`src/rtl/dds_burst_ctrl.sv`:
```
// Phase-accumulator sequencer for the DDS path: continuous output or phase-coherent
// bursts of whole waveform periods, with idle gaps, a repeat count and graceful stop.
module dds_burst_ctrl #(
    parameter int ACC_W  = 32,
    parameter int ADDR_W = 8,
    parameter int CNT_W  = 16
) (
    input  logic              clk,
    input  logic              rst_n,
    input  logic              start,
    input  logic              stop,
    input  logic [ACC_W-1:0]  freq_word,
    input  logic [CNT_W-1:0]  burst_len,
    input  logic [CNT_W-1:0]  gap_len,
    input  logic [7:0]        repeat_cnt,
    output logic [ADDR_W-1:0] addr_out,
    output logic              dds_en,
    output logic              busy,
    output logic              done
);

    typedef enum logic [2:0] {S_IDLE, S_LOAD, S_RUN, S_GAP, S_FINISH} state_t;

    state_t           state_q, state_d;
    logic [ACC_W-1:0] acc_q, acc_d;
    logic [ACC_W-1:0] fw_q, fw_d;
    logic [CNT_W-1:0] blen_q, blen_d;
    logic [CNT_W-1:0] glen_q, glen_d;
    logic [7:0]       rep_q, rep_d;
    logic [CNT_W-1:0] per_q, per_d;
    logic [CNT_W-1:0] gcnt_q, gcnt_d;
    logic [7:0]       bcnt_q, bcnt_d;
    logic             stopf_q, stopf_d;
    logic             en_q;

    logic [ACC_W:0]   sum;
    logic             wrap;
    logic [CNT_W-1:0] per_inc;
    logic [7:0]       bcnt_inc;
    logic             burst_end;

    // A wrap is the carry out of the phase add; stop only ends a burst on a later wrap.
    always_comb begin
        sum       = {1'b0, acc_q} + {1'b0, fw_q};
        wrap      = sum[ACC_W];
        per_inc   = per_q + CNT_W'(1);
        bcnt_inc  = bcnt_q + 8'd1;
        burst_end = wrap && (((blen_q != '0) && (per_inc == blen_q)) || stopf_q);
    end

    always_comb begin
        state_d = state_q;
        acc_d   = acc_q;
        fw_d    = fw_q;
        blen_d  = blen_q;
        glen_d  = glen_q;
        rep_d   = rep_q;
        per_d   = per_q;
        gcnt_d  = gcnt_q;
        bcnt_d  = bcnt_q;
        stopf_d = stopf_q;
        case (state_q)
            S_IDLE: begin
                acc_d = '0;
                if (start && (freq_word != '0)) state_d = S_LOAD;
            end
            S_LOAD: begin
                fw_d    = freq_word;
                blen_d  = burst_len;
                glen_d  = gap_len;
                rep_d   = repeat_cnt;
                acc_d   = '0;
                per_d   = '0;
                bcnt_d  = '0;
                stopf_d = stop;
                state_d = S_RUN;
            end
            S_RUN: begin
                stopf_d = stopf_q | stop;
                acc_d   = sum[ACC_W-1:0];
                if (wrap) per_d = per_inc;
                if (burst_end) begin
                    // Restart at phase 0 rather than the wrap residue so every burst is coherent.
                    acc_d  = '0;
                    per_d  = '0;
                    bcnt_d = bcnt_inc;
                    if (stopf_q) begin
                        state_d = S_IDLE;
                    end else if ((rep_q != 8'd0) && (bcnt_inc == rep_q)) begin
                        state_d = S_FINISH;
                    end else if (glen_q == '0) begin
                        state_d = S_RUN;
                    end else begin
                        state_d = S_GAP;
                        gcnt_d  = glen_q;
                    end
                end
            end
            S_GAP: begin
                acc_d  = '0;
                gcnt_d = gcnt_q - CNT_W'(1);
                if (stop || stopf_q) begin
                    state_d = S_IDLE;
                end else if (gcnt_q == CNT_W'(1)) begin
                    state_d = S_RUN;
                end
            end
            S_FINISH: state_d = S_IDLE;
            default:  state_d = S_IDLE;
        endcase
    end

    always_ff @(posedge clk or negedge rst_n) begin
        if (!rst_n) begin
            state_q <= S_IDLE;
            acc_q   <= '0;
            fw_q    <= '0;
            blen_q  <= '0;
            glen_q  <= '0;
            rep_q   <= '0;
            per_q   <= '0;
            gcnt_q  <= '0;
            bcnt_q  <= '0;
            stopf_q <= 1'b0;
            en_q    <= 1'b0;
        end else begin
            state_q <= state_d;
            acc_q   <= acc_d;
            fw_q    <= fw_d;
            blen_q  <= blen_d;
            glen_q  <= glen_d;
            rep_q   <= rep_d;
            per_q   <= per_d;
            gcnt_q  <= gcnt_d;
            bcnt_q  <= bcnt_d;
            stopf_q <= stopf_d;
            // Matches the one-clock ROM read latency.
            en_q    <= (state_q == S_RUN);
        end
    end

    assign addr_out = acc_q[ACC_W-1 -: ADDR_W];
    assign dds_en   = en_q;
    assign busy     = (state_q != S_IDLE);
    assign done     = (state_q == S_FINISH);

endmodule

```
`config.mk`:
```
export PLATFORM = sky130hd
export DESIGN_NAME = dds_burst_ctrl
export DESIGN_NICKNAME = d
export VERILOG_FILES = /design/src/rtl/dds_burst_ctrl.sv
export SDC_FILE = /design/constraint.sdc
export NUM_CORES = 1
export LEC_CHECK = 0
export CAP_MARGIN = 0
export CORE_MARGIN = 1
export CORE_UTILIZATION = 40
export CTS_BUF_LIST = sky130_fd_sc_hd__clkbuf_2
export DETAILED_ROUTE_END_ITERATION = 12
export HOLD_SLACK_MARGIN = 0.08
export PLACE_DENSITY = 0.74
export REMOVE_ABC_BUFFERS = 1
export SYNTH_ARGS = -nofsm -noshare
export SYNTH_HDL_FRONTEND = slang
export SYNTH_SLANG_ARGS = --single-unit
```
`constraint.sdc`:
```
create_clock -name clk -period 3 [get_ports clk]
set_input_delay 0.3 -clock clk [delete_from_list [all_inputs] [get_ports clk]]
set_output_delay 0.3 -clock clk [all_outputs]
set_load 0.01 [all_outputs]
```
; After elaboration in Yosys (flattened, before gate mapping)
; Cells that the tools add are included.
[word_totals]
ff_bits = 149
inputBits = 76
output_inout_bits = 11
word_cells = 71
[classes]
add_sub_neg = 4
n_eq_ne = 14
n_mux = 21
bitwise = 1
n_reduce_logical = 20
[ops]
columns = op, n
row1 = $mux W16, 6
row2 = $pmux W16 S2, 2
row3 = $pmux W32 S2, 1
row4 = $add A32 B32 Y33, 1
row5 = $mux W32, 1
row6 = $reduce_bool A32 Y1, 1
row7 = $mux W3, 6
row8 = $add A16 B1 Y16 const B, 1
row9 = $eq A16 B1 Y1 const B, 1
row10 = $eq A16 B16 Y1, 1
row11 = $logic_not A16 Y1, 1
row12 = $pmux W8 S2, 1
row13 = $reduce_bool A16 Y1, 1
row14 = $sub A16 B1 Y16 const B, 1
row15 = $pmux W3 S4, 1
row16 = $ne A2 B2 Y1 const B, 5
row17 = $add A8 B1 Y8 const B, 1
row18 = $eq A8 B8 Y1, 1
row19 = $mux W8, 1
row20 = $reduce_bool A8 Y1, 1
row21 = $eq A3 B2 Y1 const B, 2
row22 = $ne A3 B3 Y1 const B, 2
row23 = $reduce_bool A2 Y1, 3
row24 = $reduce_and A5 Y1, 1
row25 = other kinds (12), 17

; Longest topological paths before layout
[depth]
word_depth = 7
mapped_depth = 14
ltp_nobuf = 11

; Worst setup path after synthesis
; No wires, ideal clock.
[synth_path]
path_kind = flip-flop to flip-flop
startpoint = register acc_q[0]
endpoint = register gcnt_q[8]
setup_ns = 0.123
arrival_ns = 2.680
required_ns = 2.877
slack_ns = 0.197
path_stages_with_launch = 12
n_path_buf = 0
synth_period_minus_slack_ns = 2.803
cell_sequence = dfrtp_1 > ha_1 > fa_1 > a211oi_1 > o21a_2 > a21oi_4 > o211ai_4 > o31a_1 > o21ai_4 > a31oi_1 > nor2_1 > o221a_2
[synth_between]
elab_chain_cells = 4
[synth_rtl]
columns = element, line
row1 = "start, declared", 25  ; logic [ACC_W-1:0] acc_q, acc_d;
row2 = "start signal, assigned", 116  ; acc_q <= '0;
row3 = "start signal, assigned", 128  ; acc_q <= acc_d;
row4 = $add A32 B32 Y33, 44  ; sum = {1'b0, acc_q} + {1'b0, fw_q};
row5 = $logic_and A1 B1 Y1, 48  ; burst_end = wrap && (((blen_q != '0) && (per_inc == blen_q)) || stopf_q);
row6 = $ne A2 B2 Y1 (no line), --
row7 = $reduce_and A5 Y1 (no line), --
row8 = "end signal, assigned", 134  ; gcnt_q <= gcnt_d;
row9 = "end, declared", 31  ; logic [CNT_W-1:0] gcnt_q, gcnt_d;
; Every way passes these cells.
; A chain may end at the register's enable or synchronous reset.

; Worst setup path in the final report
[layout_path]
startpoint = register acc_q[16]
endpoint = register acc_q[30]
[layout_between]
elab_chain_cells = 4
[layout_rtl]
columns = element, line
row1 = $add A32 B32 Y33 (*), 44
row2 = $logic_and A1 B1 Y1, 48
row3 = $mux W32 (*), 82  ; if (burst_end) begin
row4 = $pmux W32 S2 (*), 62  ; case (state_q)
; Every way passes the cells marked *; elsewhere a longest branch is shown, timed or not.

==> metrics.yaml <==
floorplanning:
  dieArea_um2: 22930
  die_h_um: 151.4
  die_x_um: 151.4
  fp-row-count: 54
  io_pins: 87
  floorplan.initialDensity_pct: 40.92
  core_um2: 21820
power_and_ir_drop:
  sw_frac_of_total_pct: 42.89
  peakVddDrop_mv: 0.3475
  p_leak_nw: 5.095
  p_comb_share_pct: 52.7
  p_per_area_nw_per_um2: 886.8
  p_clk_share_pct: 13.3
  pwr-share-seq_pct: 34.0
  intPower_w: 0.005730
  p_sw_w: 0.004303
grt:
  grt_pass1_vias: 7688
  overflow: 0
  track_usage_pct: 20.95
  grt_pass1_wl_mm: 37.63
  grt_max_degree: 60
  grt_antenna_before_repair: 1
critical_path:
  arrival_ns: 3.59
  cpPeakStageDelay_ns: 0.46
  r2r-start: "acc_q[16]"
  cp.required_ns: 3.69
  cp_max_fo: 6
  r2r_slack_ns: 0.1
  critPathSlowestCell: "or3b_2"
  end_kind: "flip-flop"
  startpoint_type: "flip-flop"
  worstPathCellList: "ha_1 -> nand3_1 -> or3_1 -> or3b_2 -> o22a_1 -> a311oi_2 -> o31a_1 -> o31ai_1 -> o21ai_0"
  r2r_cells: 9
  crit_path_end: "acc_q[30]"
  critPathKind: "flip-flop to flip-flop"
  r2r_end: "acc_q[30]"
  crit_path_start: "acc_q[16]"
sta:
  hold_viol: 0
  fin_worst_skew_ns: 0.03794
  fin_crit_ns: 2.904
  finalSetupViolCount: 0
  finalMaxSlewViolations: 0
  max-slew-margin-rel_pct: 63.90
  tightest_slew_ns: 0.5415
  fmax_ghz: 0.3443
  fin_crit_sh_pct: 96.81
  setup_ws_ns: 0.09578
run_status:
  status: "finished clean"
drt:
  drt-wirelength-per-cell_um: 15.61
  dr.pass1.iters: 5
  post-route-drc-count: 0
  drt_iter0_drc: 651
  vias: 8016
  routed_via_density: 5.464
  wl_mm: 22.90
  antenna_left: 0
layout:
  layout_commonest_cell: "nand2_1"
  layout_common_cells: "255 x nand2_1, 148 x dfrtp_1, 85 x clkdlybuf4s50_1"
  fin_cells: 1467
  nFillCells: 1991
  syn2layout_area_growth_pct: 26.69
  seqCellArea_um2: 3730
  nets: 1286
  multi_input_area_um2: 4947
  drive_above_1_share_pct: 10.88
  finalInstanceArea_um2: 11310
clock_network:
  clk_pin_slew_ns: 0.22
  cts_made_buffers: 17
  clk_path_buf_depth: 2
  ctsRootBufferMaster: "clkbuf_2"
  cts_tree: "done"
  htree_levels: 4
  clkSinkCount: 149
  clk_latency_ns: 0.79
synth:
  syn-instance-count: 1011
  synth_edf_count: 0
  synth_seq_cells: 149
  synth_area_um2: 8930
  yosysSeqAreaShare_pct: 41.75
  synth_top_flop_cell: "dfrtp_1"
  syn-mean-instance-area_um2: 8.833
  ys_async_sr_fraction_pct: 100.0
  yosysUniqueCellTypes: 86
  ys.warnings.count: 0
placement:
  pre_cts_slack_ns: 0.01305
  portBuffers: 86
  gp_congestion: 0.8962
  dp.cells: 1361
  hpwl_mm: 16.05
  placed_area_um2: 10170
run:
  cap_violations: 0
worst_hold_path:
  hold_class: "input pin to flip-flop"
## sequential cells by signal, indices dropped and copies added, names as in the netlist
name and count:
state_q 3, glen_q 16, gcnt_q 16, per_q 16
bcnt_q 8, stopf_q 1, fw_q 32, dds_en 1
blen_q 16, rep_q 8, acc_q 32
## worst min-delay path by stage
stage | startpoint | end | slack [ns] | depth (start not counted)
floorplan | rst_n | acc_q[0] | 0.004 | 0
global placement | rst_n | per_q[8] | 0.34 | 1
detailed placement | rst_n | per_q[7] | 0.34 | 1
CTS | freq_word[5] | fw_q[5] | 0.08 | 3
global route | freq_word[4] | fw_q[4] | 0.1 | 3
finish | freq_word[28] | fw_q[28] | 0.11 | 3
## cell usage after synthesis, types with 8 or more instances
master / count / share of area (%)
a22o_1: 32 / 3.1
buf_2: 9 / 0.50
nand2_1: 256 / 11
xor2_1: 18 / 1.8
a21o_1: 22 / 1.8
nand4_1: 13 / 0.91
nor4_1: 30 / 2.1
dfrtp_1: 149 / 42
xnor2_1: 37 / 3.6
o21ai_0: 48 / 2.7
nor3_1: 15 / 0.84
clkbuf_1: 26 / 1.1
a21oi_1: 56 / 3.1
buf_4: 11 / 0.92
nand3_1: 26 / 1.5
nor2_1: 38 / 1.6
inv_1: 18 / 0.76
o21a_1: 8 / 0.67
ha_1: 36 / 5.0
a31oi_1: 15 / 1.1
## cells by family (layout without fill, tap and decap cells)
logic type	after synthesis	in the layout	synth area share, %
AOI/OAI and AO/OA	249	249	19.57
xor gates and xnor gates	56	56	5.689
adders and majority gates	37	37	5.268
buffers and inverters	74	249	3.909
DFF	149	149	41.75
muxes	10	10	1.177
other	0	1	0
and+or+nand+nor	436	436	22.63
## critical path, delay by kind of cell (launching register included)
family / cells / cell delay (ns)
flops: 1 / 0.44
compound gates: 5 / 0.98
fa+ha+maj: 1 / 0.38
simple gates: 3 / 1.03
## timing repair
item / 4_1_cts / 5_1_grt
hold buffers: 69 / 0
endpoints found under the hold margin: 159 / 0
resized for setup: 2 / 22
setup buffers: 0 / 4
setup endpoints to repair: 8 / 40
pin swaps: 1 / 8
## per-stage QoR
stage / total power, W / utilization, % / TNS (ns) / hold WS (ns)
2_1_floorplan: 0.006888 / - / -0.1394 / 0.004409
3_3_place_gp: 0.008267 / 46.62 / 0 / 0.3443
5_1_grt: 0.01083 / 51.84 / -0.02615 / 0.09620
3_5_place_dp: 0.008417 / 46.62 / 0 / 0.3396
6_report: 0.01003 / 51.84 / 0 / 0.1123
4_1_cts: 0.009867 / 51.21 / 0 / 0.08181
## cell type report
type	instances	share of cell area, %
diodes	1	0.02212
well taps	280	3.097
inverters	19	0.6304
flip-flops and latches	149	32.97
clock inverters	15	1.792
repair buffers	198	17.01
clock buffers	17	0.7520
multi-input cells	788	43.73
## layer usage
metal	up-vias	global-route usage, %	routed length (um)
met5	-	0	0
li1	3947	-	-
met1	3852	29.15	11100
met2	169	32.47	10350
met3	48	2.801	822
met4	0	9.150	638
## power groups by stage
stage	clock network (W)	logic (W)	registers (W)
finish	0.00134	0.00528	0.00341
detailed placement	0	0.00499	0.00343
global placement	0	0.00485	0.00342
CTS	0.00136	0.00511	0.00339
global route	0.00144	0.00586	0.00352
floorplan	0	0.00363	0.00326
No activity file was read; power rests on OpenSTA's default activity.
